===== config.mk =====
export PLATFORM = sky130hd
export DESIGN_NAME = sgmii_rate_adapt
export DESIGN_NICKNAME = d
export VERILOG_FILES = /design/src/rtl/sgmii_rate_adapt.sv
export SDC_FILE = /design/constraint.sdc
export NUM_CORES = 1
export LEC_CHECK = 0
export ABC_AREA = 1
export CORE_ASPECT_RATIO = 0.8
export CORE_MARGIN = 2
export CORE_UTILIZATION = 40
export CTS_BUF_LIST = sky130_fd_sc_hd__clkbuf_16
export DETAILED_ROUTE_END_ITERATION = 10
export PLACE_DENSITY = 0.71
export SYNTH_ARGS = -nofsm -noshare
export SYNTH_HDL_FRONTEND = slang
export SYNTH_SLANG_ARGS = --single-unit

===== constraint.sdc =====
create_clock -name clk_125mhz -period 1.4 [get_ports clk_125mhz]
set_input_delay 0.28 -clock clk_125mhz [delete_from_list [all_inputs] [get_ports clk_125mhz]]
set_output_delay 0.28 -clock clk_125mhz [all_outputs]
set_load 0.1 [all_outputs]

===== src/rtl/sgmii_rate_adapt.sv =====
// SGMII rate adaptation: 1x/10x/100x TX byte replication and RX decimation on one 125 MHz clock.
// Optional RX replication checking is enabled by defining SGMII_RATE_ADAPT_RX_CHECK_EN.
module sgmii_rate_adapt #(
  parameter int FACTOR_100 = 10,
  parameter int FACTOR_10  = 100
) (
  input  logic       clk_125mhz,
  input  logic       rst,
  input  logic       autoneg_complete,
  input  logic [1:0] speed,
  input  logic [7:0] mac_txd,
  input  logic       mac_tx_en,
  input  logic       mac_tx_err,
  output logic       mac_tx_strobe,
  output logic [7:0] gmii_txd,
  output logic       gmii_tx_en,
  output logic       gmii_tx_err,
  input  logic [7:0] gmii_rxd,
  input  logic       gmii_rx_dv,
  input  logic       gmii_rx_err,
  output logic [7:0] mac_rxd,
  output logic       mac_rx_dv,
  output logic       mac_rx_err,
  output logic       mac_rx_strobe,
  output logic [7:0] rep_err_cnt
);

  localparam logic [7:0] N100_C = 8'(FACTOR_100);
  localparam logic [7:0] N10_C  = 8'(FACTOR_10);

  // 2'b11 is an unused config encoding and behaves as gigabit
  function automatic logic [1:0] map_speed(input logic [1:0] s);
    logic [1:0] m;
    case (s)
      2'b11:   m = 2'b10;
      default: m = s;
    endcase
    return m;
  endfunction

  function automatic logic [7:0] factor_of(input logic [1:0] s);
    logic [7:0] f;
    case (s)
      2'b01:   f = N100_C;
      2'b00:   f = N10_C;
      default: f = 8'd1;
    endcase
    return f;
  endfunction

  logic [1:0] speed_active_r;
  logic [7:0] tx_cnt_r, rx_cnt_r;
  logic [7:0] tx_hold_d_r;
  logic       tx_hold_en_r, tx_hold_err_r;
  logic       rx_dv_prev_r;
  logic [7:0] mac_rxd_r;
  logic       mac_rx_dv_r, mac_rx_err_r, mac_rx_strobe_r;

  logic [7:0] n_s, half_s, rx_cnt_eff_s, tx_cnt_nxt_s, rx_cnt_nxt_s;
  logic       load_s, dv_rise_s, tx_strobe_s, sample_s;
  logic       rx_err_sel_s, cnt_inc_s;

`ifdef SGMII_RATE_ADAPT_RX_CHECK_EN
  logic [8:0] rx_prev_r;
  logic       chk_flag_r;
  logic [7:0] rep_err_cnt_r;
  logic       mismatch_s, bad_s;
`endif

  // Datapath control: active factor, speed load, counter advance and RX sample point
  always_comb begin
    n_s          = factor_of(speed_active_r);
    half_s       = n_s >> 1;
    load_s       = (map_speed(speed) != speed_active_r) & ~tx_hold_en_r & ~rx_dv_prev_r;
    dv_rise_s    = gmii_rx_dv & ~rx_dv_prev_r;
    tx_strobe_s  = (tx_cnt_r == 8'd0) & autoneg_complete & ~rst;
    rx_err_sel_s = gmii_rx_err;
    cnt_inc_s    = 1'b0;
    if (dv_rise_s) begin
      rx_cnt_eff_s = 8'd0;
    end else begin
      rx_cnt_eff_s = rx_cnt_r;
    end
    if (tx_cnt_r == n_s - 8'd1) begin
      tx_cnt_nxt_s = 8'd0;
    end else begin
      tx_cnt_nxt_s = tx_cnt_r + 8'd1;
    end
    if (rx_cnt_eff_s == n_s - 8'd1) begin
      rx_cnt_nxt_s = 8'd0;
    end else begin
      rx_cnt_nxt_s = rx_cnt_eff_s + 8'd1;
    end
    sample_s = autoneg_complete & ~load_s & (rx_cnt_eff_s == half_s);
`ifdef SGMII_RATE_ADAPT_RX_CHECK_EN
    mismatch_s = (n_s != 8'd1) & gmii_rx_dv & (rx_cnt_eff_s != 8'd0)
                 & ({gmii_rx_err, gmii_rxd} != rx_prev_r);
    // sample point is never window start for N>1, so the sticky flag is valid here
    bad_s = (n_s != 8'd1) & (chk_flag_r | mismatch_s);
    if (bad_s) begin
      rx_err_sel_s = 1'b1;
      cnt_inc_s    = sample_s & (rep_err_cnt_r != 8'hFF);
    end else begin
      rx_err_sel_s = gmii_rx_err;
      cnt_inc_s    = 1'b0;
    end
`endif
  end

  // Speed selection and TX replication
  always_ff @(posedge clk_125mhz) begin
    if (rst) begin
      speed_active_r <= 2'b10;
      tx_cnt_r       <= 8'd0;
      tx_hold_d_r    <= 8'd0;
      tx_hold_en_r   <= 1'b0;
      tx_hold_err_r  <= 1'b0;
    end else begin
      if (load_s) begin
        speed_active_r <= map_speed(speed);
      end
      if (!autoneg_complete) begin
        tx_cnt_r      <= 8'd0;
        tx_hold_d_r   <= 8'd0;
        tx_hold_en_r  <= 1'b0;
        tx_hold_err_r <= 1'b0;
      end else begin
        tx_cnt_r <= load_s ? 8'd0 : tx_cnt_nxt_s;
        if (tx_strobe_s) begin
          tx_hold_d_r   <= mac_txd;
          tx_hold_en_r  <= mac_tx_en;
          tx_hold_err_r <= mac_tx_err;
        end
      end
    end
  end

  // RX window tracking and decimation
  always_ff @(posedge clk_125mhz) begin
    if (rst) begin
      rx_cnt_r        <= 8'd0;
      rx_dv_prev_r    <= 1'b0;
      mac_rxd_r       <= 8'd0;
      mac_rx_dv_r     <= 1'b0;
      mac_rx_err_r    <= 1'b0;
      mac_rx_strobe_r <= 1'b0;
    end else begin
      rx_dv_prev_r <= gmii_rx_dv;
      if (!autoneg_complete) begin
        rx_cnt_r        <= 8'd0;
        mac_rxd_r       <= 8'd0;
        mac_rx_dv_r     <= 1'b0;
        mac_rx_err_r    <= 1'b0;
        mac_rx_strobe_r <= 1'b0;
      end else begin
        rx_cnt_r        <= load_s ? 8'd0 : rx_cnt_nxt_s;
        mac_rx_strobe_r <= sample_s;
        if (sample_s) begin
          mac_rxd_r    <= gmii_rxd;
          mac_rx_dv_r  <= gmii_rx_dv;
          mac_rx_err_r <= rx_err_sel_s;
        end
      end
    end
  end

`ifdef SGMII_RATE_ADAPT_RX_CHECK_EN
  // Replication checker state: previous RX symbol, sticky mismatch flag, saturating counter
  always_ff @(posedge clk_125mhz) begin
    if (rst) begin
      rx_prev_r     <= 9'd0;
      chk_flag_r    <= 1'b0;
      rep_err_cnt_r <= 8'd0;
    end else begin
      rx_prev_r <= {gmii_rx_err, gmii_rxd};
      if (!autoneg_complete || load_s || rx_cnt_eff_s == 8'd0) begin
        chk_flag_r <= 1'b0;
      end else begin
        chk_flag_r <= chk_flag_r | mismatch_s;
      end
      if (autoneg_complete && cnt_inc_s) begin
        rep_err_cnt_r <= rep_err_cnt_r + 8'd1;
      end
    end
  end

  assign rep_err_cnt = rep_err_cnt_r;
`else
  assign rep_err_cnt = 8'h00;
`endif

  assign mac_tx_strobe = tx_strobe_s;
  assign gmii_txd      = tx_hold_d_r;
  assign gmii_tx_en    = tx_hold_en_r;
  assign gmii_tx_err   = tx_hold_err_r;
  assign mac_rxd       = mac_rxd_r;
  assign mac_rx_dv     = mac_rx_dv_r;
  assign mac_rx_err    = mac_rx_err_r;
  assign mac_rx_strobe = mac_rx_strobe_r;

endmodule


==> results.sh, run 1 <==
export IMPL_yosysSeqAreaShare_pct=39.4
export IMPL_synthXorXnorAreaFrac_pct=5.61
export IMPL_cts_made_buffers=5
export IMPL_drc=0
export IMPL_area_growth_pct=79.2
export IMPL_setup_violations=19
export IMPL_via_count=2151
export IMPL_synth_area_um2=2030
export IMPL_yosysWarningCount=0
export IMPL_drive_gt1_share_pct=42.9
export IMPL_die_area_um2=5670
export IMPL_arrival_ns=1.32
export IMPL_drv_cap=0
export IMPL_dpl_hpwl_um=3640
export IMPL_antenna_found_initial=0
export IMPL_ant_nets=0
export IMPL_synth_top_area_cell="dfxtp_1"
export IMPL_peakVddDrop_mv=0.666
export IMPL_setup_slack_ns=-0.204
export IMPL_yosysTopAreaCellShare_pct=39.4
export IMPL_drt_iter0_drc=139
export IMPL_status="finished with violations"
export IMPL_yosys_mux_area_fraction_pct=0
export IMPL_io_buffers=46
export IMPL_rows=23
export IMPL_synth_main_ff_cell="dfxtp_1"
export IMPL_synth_fa_ha_area_share_pct=1.85
export IMPL_drtPass1Iterations=4
export IMPL_fillerInstances=347
export IMPL_cp_start_kind="flop"
export IMPL_cts_tree="built"
export IMPL_synth_area_leaders="dfxtp_1 (39%), nor2_1 (12%), nand2_1 (7.8%)"
export IMPL_postRouteWirelength_um=6220
export IMPL_initial_utilization_pct=41.0
export IMPL_power_density_nw_per_um2=960
export IMPL_post_dp_cell_area_um2=3010
export IMPL_grt_pass1_vias=1990
export IMPL_synth_most_common_cell="nor2_1"
export IMPL_required_ns=1.12
export IMPL_violations="negative setup slack"
export IMPL_max_freq_mhz=624
export IMPL_track_usage_pct=20.9
export IMPL_core_area_um2=4950
export IMPL_grt_overflow_total=0
export IMPL_hp_class="in -> reg"
export IMPL_crit_type="reg -> out"
export IMPL_wire_per_inst_um=14.1
export IMPL_synth_compound_area_share_pct=4.44
export IMPL_pin_count=55
export IMPL_synth_cells=285
export IMPL_grt_max_degree=13
export IMPL_critical_path_endpoint_type="primary output"
export IMPL_holdWs_ns=0.308
export IMPL_yosys_top_cells_count="nor2_1 (67), nand2_1 (42), dfxtp_1 (40)"
export IMPL_antenna_cells=0
export IMPL_ctsRootBufferMaster="clkbuf_16"
export IMPL_finalHoldViolCount=0
export IMPL_postSynth_asyncResetShare_pct=0
export IMPL_min_period_over_period_pct=115
export IMPL_clkLatencyLatePin_ns=0.29
export IMPL_power_leakage_uw=0.00155
export IMPL_synth_top_family_by_area="simple AND/OR/NAND/NOR gates"
export IMPL_clkTransAtPathRegs_ns=0.06
export IMPL_place_congestion=0.886
export IMPL_grt_pass1_wl_um=9230
export IMPL_crit_fanout=2
export IMPL_die_y_um=67.7
export IMPL_clock_skew_ns=0.00718
export IMPL_syn_area_per_cell_um2=7.13
export IMPL_cts_path_max_buffers=2
export IMPL_synth_cell_types=27
export IMPL_multi_input_comb_area_um2=1380
export IMPL_htree_levels=2
export IMPL_regArea_um2=816
export IMPL_design_area_um2=3640
export IMPL_synth_edf_count=0
export IMPL_ys_seq_elements=40
export IMPL_die_w_um=83.7
export IMPL_rsz0062_at_grt="yes"
export IMPL_fin_nets=407
export IMPL_post_place_ws_ns=-0.538
export IMPL_fin_crit_ns=1.60
export IMPL_final_max_slew_viol_count=0
export IMPL_viasPerCell=4.87
export IMPL_yosys_area_share_simple_pct=37.5
export IMPL_cts_sinks=40
-- layout make-up --
class,count,area share (%)
multi-input combinational,207,38.0
tap,62,2.13
clock buffer,5,3.44
timing repair buffer,90,29.1
inverter,34,3.65
sequential,40,22.4
timing repair inverter,1,0.206
clock inverter,3,1.03
-- power by group --
part | total (µW) | internal, µW | switching [µW]
Combinational | 996 | 361 | 635
Clock | 1280 | 828 | 455
Sequential | 1210 | 1170 | 39.6
Total | 3490 | 2360 | 1130
-- flip-flops by register name (all words and copies together) (netlist names) --
| name | count |
|---|---|
| speed_active_r | 2 |
| gmii_txd | 8 |
| mac_rx_strobe | 1 |
| mac_rx_dv | 1 |
| gmii_tx_en | 1 |
| rx_cnt_r | 8 |
| rx_dv_prev_r | 1 |
| mac_rxd | 8 |
| mac_rx_err | 1 |
| gmii_tx_err | 1 |
| tx_cnt_r | 8 |
-- kinds of logic after synthesis --
group / after synthesis
simple gates: 163
buf+inv: 47
flops: 40
compound gates: 18
xor+xnor: 13
fa+ha+maj: 3
other cells: 1
-- cells in the final DEF, fill, tap and decap left out, types with 3 or more instances in the layout --
| master | netlist | routed |
|---|---|---|
| nor2_1 | 67 | 56 |
| buf_4 | 8 | 37 |
| dfxtp_1 | 40 | 32 |
| nand2_1 | 42 | 25 |
| buf_12 | 0 | 23 |
| inv_1 | 31 | 21 |
| clkdlybuf4s50_1 | 0 | 19 |
| nand2_2 | 12 | 14 |
| nand2_4 | 2 | 14 |
| nand3_1 | 26 | 13 |
| nand3_2 | 1 | 12 |
| inv_2 | 3 | 11 |
| xor2_1 | 10 | 9 |
| o21ai_0 | 14 | 9 |
| nor2_2 | 1 | 8 |
| nor2_4 | 2 | 8 |
| conb_1 | 1 | 8 |
| dfxtp_2 | 0 | 6 |
| o21ai_1 | 0 | 5 |
| clkbuf_16 | 0 | 5 |
| buf_6 | 2 | 5 |
| dlygate4sd2_1 | 0 | 4 |
| nand3_4 | 1 | 3 |
| nand2_8 | 0 | 3 |
| xnor2_1 | 3 | 3 |
| nor3_1 | 3 | 3 |
-- what timing repair did --
item,4_1_cts,5_1_grt
setup buffers,5,4
hold buffers,0,0
gates resized for setup,45,65
setup endpoints to repair,38,38
gates cloned,4,0
pin swaps,27,32
-- final timing paths --
kind / cells past startpoint / to / startpoint / slack (ns)
worst max-delay path: 6 / mac_tx_strobe / tx_cnt_r[1]$_SDFF_PP0_ / -0.20
worst min-delay path: 4 / speed_active_r[0]$_SDFFE_PP0P_ / rst / 0.31
worst max register to register: 10 / rx_cnt_r[7]$_SDFF_PP0_ / rx_dv_prev_r$_SDFF_PP0_ / -0.20
worst min register to register: 2 / tx_cnt_r[7]$_SDFF_PP0_ / tx_cnt_r[7]$_SDFF_PP0_ / 0.49
-- through the flow --
stage,instances,TNS [ns],total power [µW],utilization [%]
floorplan,292,0,1750,-
global placement,422,-16.14,2010,60.7
detailed placement,422,-17.22,2020,60.7
CTS,438,-1.13,3390,68.2
global route,442,-5.08,3620,73.5
finish,442,-2.79,3490,73.5
-- layer usage --
layer | vias to the layer above | global-route usage (%) | share of wire, %
li1 | 1062 | - | -
met1 | 1004 | 25.6 | 39
met2 | 70 | 36.3 | 53
met3 | 15 | 4.65 | 5.4
met4 | 0 | 8.47 | 2.6
met5 | - | 0 | 0
-- critical path, stage by stage, from the launching register on --
cell	delay, ns
dfxtp_2	0.32
inv_2	0.06
ha_4	0.14
nand2_2	0.06
nor4_4	0.12
buf_4	0.16
buf_12	0.16
No activity file was read; power rests on OpenSTA's default activity.
==> run 2: changes to the inputs <==
--- a/config.mk
+++ b/config.mk
@@ -11,6 +11,7 @@
 export CORE_UTILIZATION = 40
 export CTS_BUF_LIST = sky130_fd_sc_hd__clkbuf_16
 export DETAILED_ROUTE_END_ITERATION = 10
+export GPL_TIMING_DRIVEN = 0
 export PLACE_DENSITY = 0.71
 export SYNTH_ARGS = -nofsm -noshare
 export SYNTH_HDL_FRONTEND = slang
==> results.sh, run 2 (synthesis gave the netlist of run 1 again) <==
export IMPL_fin_util_pct=64.0
export IMPL_slowest_delay_ns=0.32
export IMPL_violations="negative setup slack"
export IMPL_power_density_nw_per_um2=1010
export IMPL_dr_wl_met2_um=2600
export IMPL_antenna_cells=0
export IMPL_crit_type="reg -> out"
export IMPL_io_buffers=46
export IMPL_dpl_hpwl_um=3190
export IMPL_die_y_um=67.7
export IMPL_crit_fanout=3
export IMPL_setup_tns_ns=-2.64
export IMPL_antenna_found_initial=0
export IMPL_ctsRootBufferMaster="clkbuf_16"
export IMPL_cp_start_kind="flop"
export IMPL_critical_path_endpoint_type="primary output"
export IMPL_place_congestion=0.881
export IMPL_core_area_um2=4950
export IMPL_htree_levels=2
export IMPL_setup_violations=19
export IMPL_arrival_ns=1.38
export IMPL_pin_count=55
export IMPL_cts_sinks=40
export IMPL_track_usage_pct=18.5
export IMPL_final_cell_mix="nor2_1 (50), nand2_1 (29), dfxtp_1 (28), inv_1 (21), buf_2 (21)"
export IMPL_ant_nets=0
export IMPL_wire_per_inst_um=12.7
export IMPL_rsz0062_at_grt="yes"
export IMPL_drive_gt1_share_pct=40.6
export IMPL_die_w_um=83.7
export IMPL_min_period_over_period_pct=118
export IMPL_routed_top_layer="met4"
export IMPL_viasPerCell=4.72
export IMPL_drv_cap=0
export IMPL_setup_slack_ns=-0.255
export IMPL_drtPass1Iterations=4
export IMPL_clock_skew_ns=0.00424
export IMPL_max_freq_mhz=604
export IMPL_fin_nets=389
export IMPL_peakVddDrop_mv=0.621
export IMPL_cts_path_max_buffers=2
export IMPL_drt_met1_wl_um=2450
export IMPL_grt_pass1_vias=1786
export IMPL_clkTransAtPathRegs_ns=0.06
export IMPL_status="finished with violations"
export IMPL_placed_cells=400
export IMPL_power_leakage_uw=0.00144
export IMPL_critical_path_slowest_cell="dfxtp_2"
export IMPL_postRouteWirelength_um=5390
export IMPL_rows=23
export IMPL_finalHoldViolCount=0
export IMPL_crit_family="buffers and inverters"
export IMPL_final_max_slew_viol_count=0
export IMPL_finalNonFillerCells=424
export IMPL_area_growth_pct=55.9
export IMPL_drc=0
export IMPL_path_buf_inv=3
export IMPL_grt_max_degree=14
export IMPL_wl_met3_um=256
export IMPL_via_count=2002
export IMPL_required_ns=1.12
export IMPL_cts_hold_buf=0
export IMPL_grt_overflow_total=0
export IMPL_clkLatencyLatePin_ns=0.29
export IMPL_grt_pass1_wl_um=8210
export IMPL_fin_crit_ns=1.66
export IMPL_cts_made_buffers=5
export IMPL_drt_iter0_drc=82
export IMPL_hp_class="in -> reg"
export IMPL_initial_utilization_pct=41.0
export IMPL_die_area_um2=5670
export IMPL_regToRegSetupSlack_ns=-0.19
export IMPL_cts_tree="built"
export IMPL_layout_commonest_cell="nor2_1"
export IMPL_path_cells="inv_2 -> nand2_4 -> nor4_4 -> buf_6 -> buf_12"
## run 2: cell types whose count changed in the layout (fill, tap and decap cells not counted), moves of 4 or more
cell / before / now
buf_12: 23 / 3
buf_2: 0 / 21
buf_4: 37 / 19
dfxtp_1: 32 / 28
nand2_1: 25 / 29
nand2_2: 14 / 8
nand3_1: 13 / 18
nand3_2: 12 / 8
nor2_1: 56 / 50
nor2_2: 8 / 15
## run 2: worst register-to-register path: cells and delay by family (launching register included)
| kind | cells | cell delay, ns |
|---|---|---|
| flops | 1 | 0.32 |
| buf+inv | 3 | 0.36 |
| simple gates | 8 | 0.85 |
## run 2: per-layer routing
layer,vias up,global-route usage (%)
met5,-,0
li1,1026,-
met3,9,4.28
met2,48,31.2
met1,919,23.0
met4,0,8.06
## run 2: cell type report
| class | count | area [µm²] |
|---|---|---|
| buffer | 11 | 103 |
| clock buffer | 5 | 125 |
| clock inverter | 3 | 18.8 |
| fill | 404 | 1780 |
| inverter | 34 | 135 |
| multi-input combinational | 207 | 1340 |
| sequential | 40 | 828 |
| tap | 62 | 77.6 |
| timing repair buffer | 61 | 527 |
| timing repair inverter | 1 | 7.51 |
## run 2: power by group
| part | internal [µW] | switching, µW | leakage [µW] | total, µW |
|---|---|---|---|---|
| clock network | 656 | 469 | 0.0000736 | 1130 |
| registers | 1170 | 26.0 | 0.000331 | 1190 |
| logic | 275 | 597 | 0.00104 | 872 |
## run 2: what timing repair did
item / in CTS / in global routing
pin swaps: 29 / 18
buffers inserted: 8 / 7
resized for setup: 170 / 53
cloned: 3 / 1
setup endpoints to repair: 58 / 39
## run 2: metrics by stage
stage / total power, µW / hold WS (ns) / setup WS [ns] / cell area (µm²)
2_1_floorplan: 1750 / 0.352 / 0.0308 / 2070
3_3_place_gp: 1920 / 0.451 / -1.57 / 2610
3_5_place_dp: 1930 / 0.462 / -1.55 / 2610
4_1_cts: 3130 / 0.408 / -0.362 / 2940
5_1_grt: 3310 / 0.244 / -0.291 / 3170
6_report: 3190 / 0.237 / -0.255 / 3170
## run 2: worst paths after layout
path / from / to / depth (start not counted)
worst max-delay path: tx_cnt_r[7]$_SDFF_PP0_ / mac_tx_strobe / 5
worst min-delay path: rst / rx_dv_prev_r$_SDFF_PP0_ / 2
worst max register to register: rx_dv_prev_r$_SDFF_PP0_ / mac_rxd[0]$_SDFFE_PP0P_ / 11
worst min register to register: gmii_txd[3]$_SDFFE_PP0P_ / gmii_txd[3]$_SDFFE_PP0P_ / 2
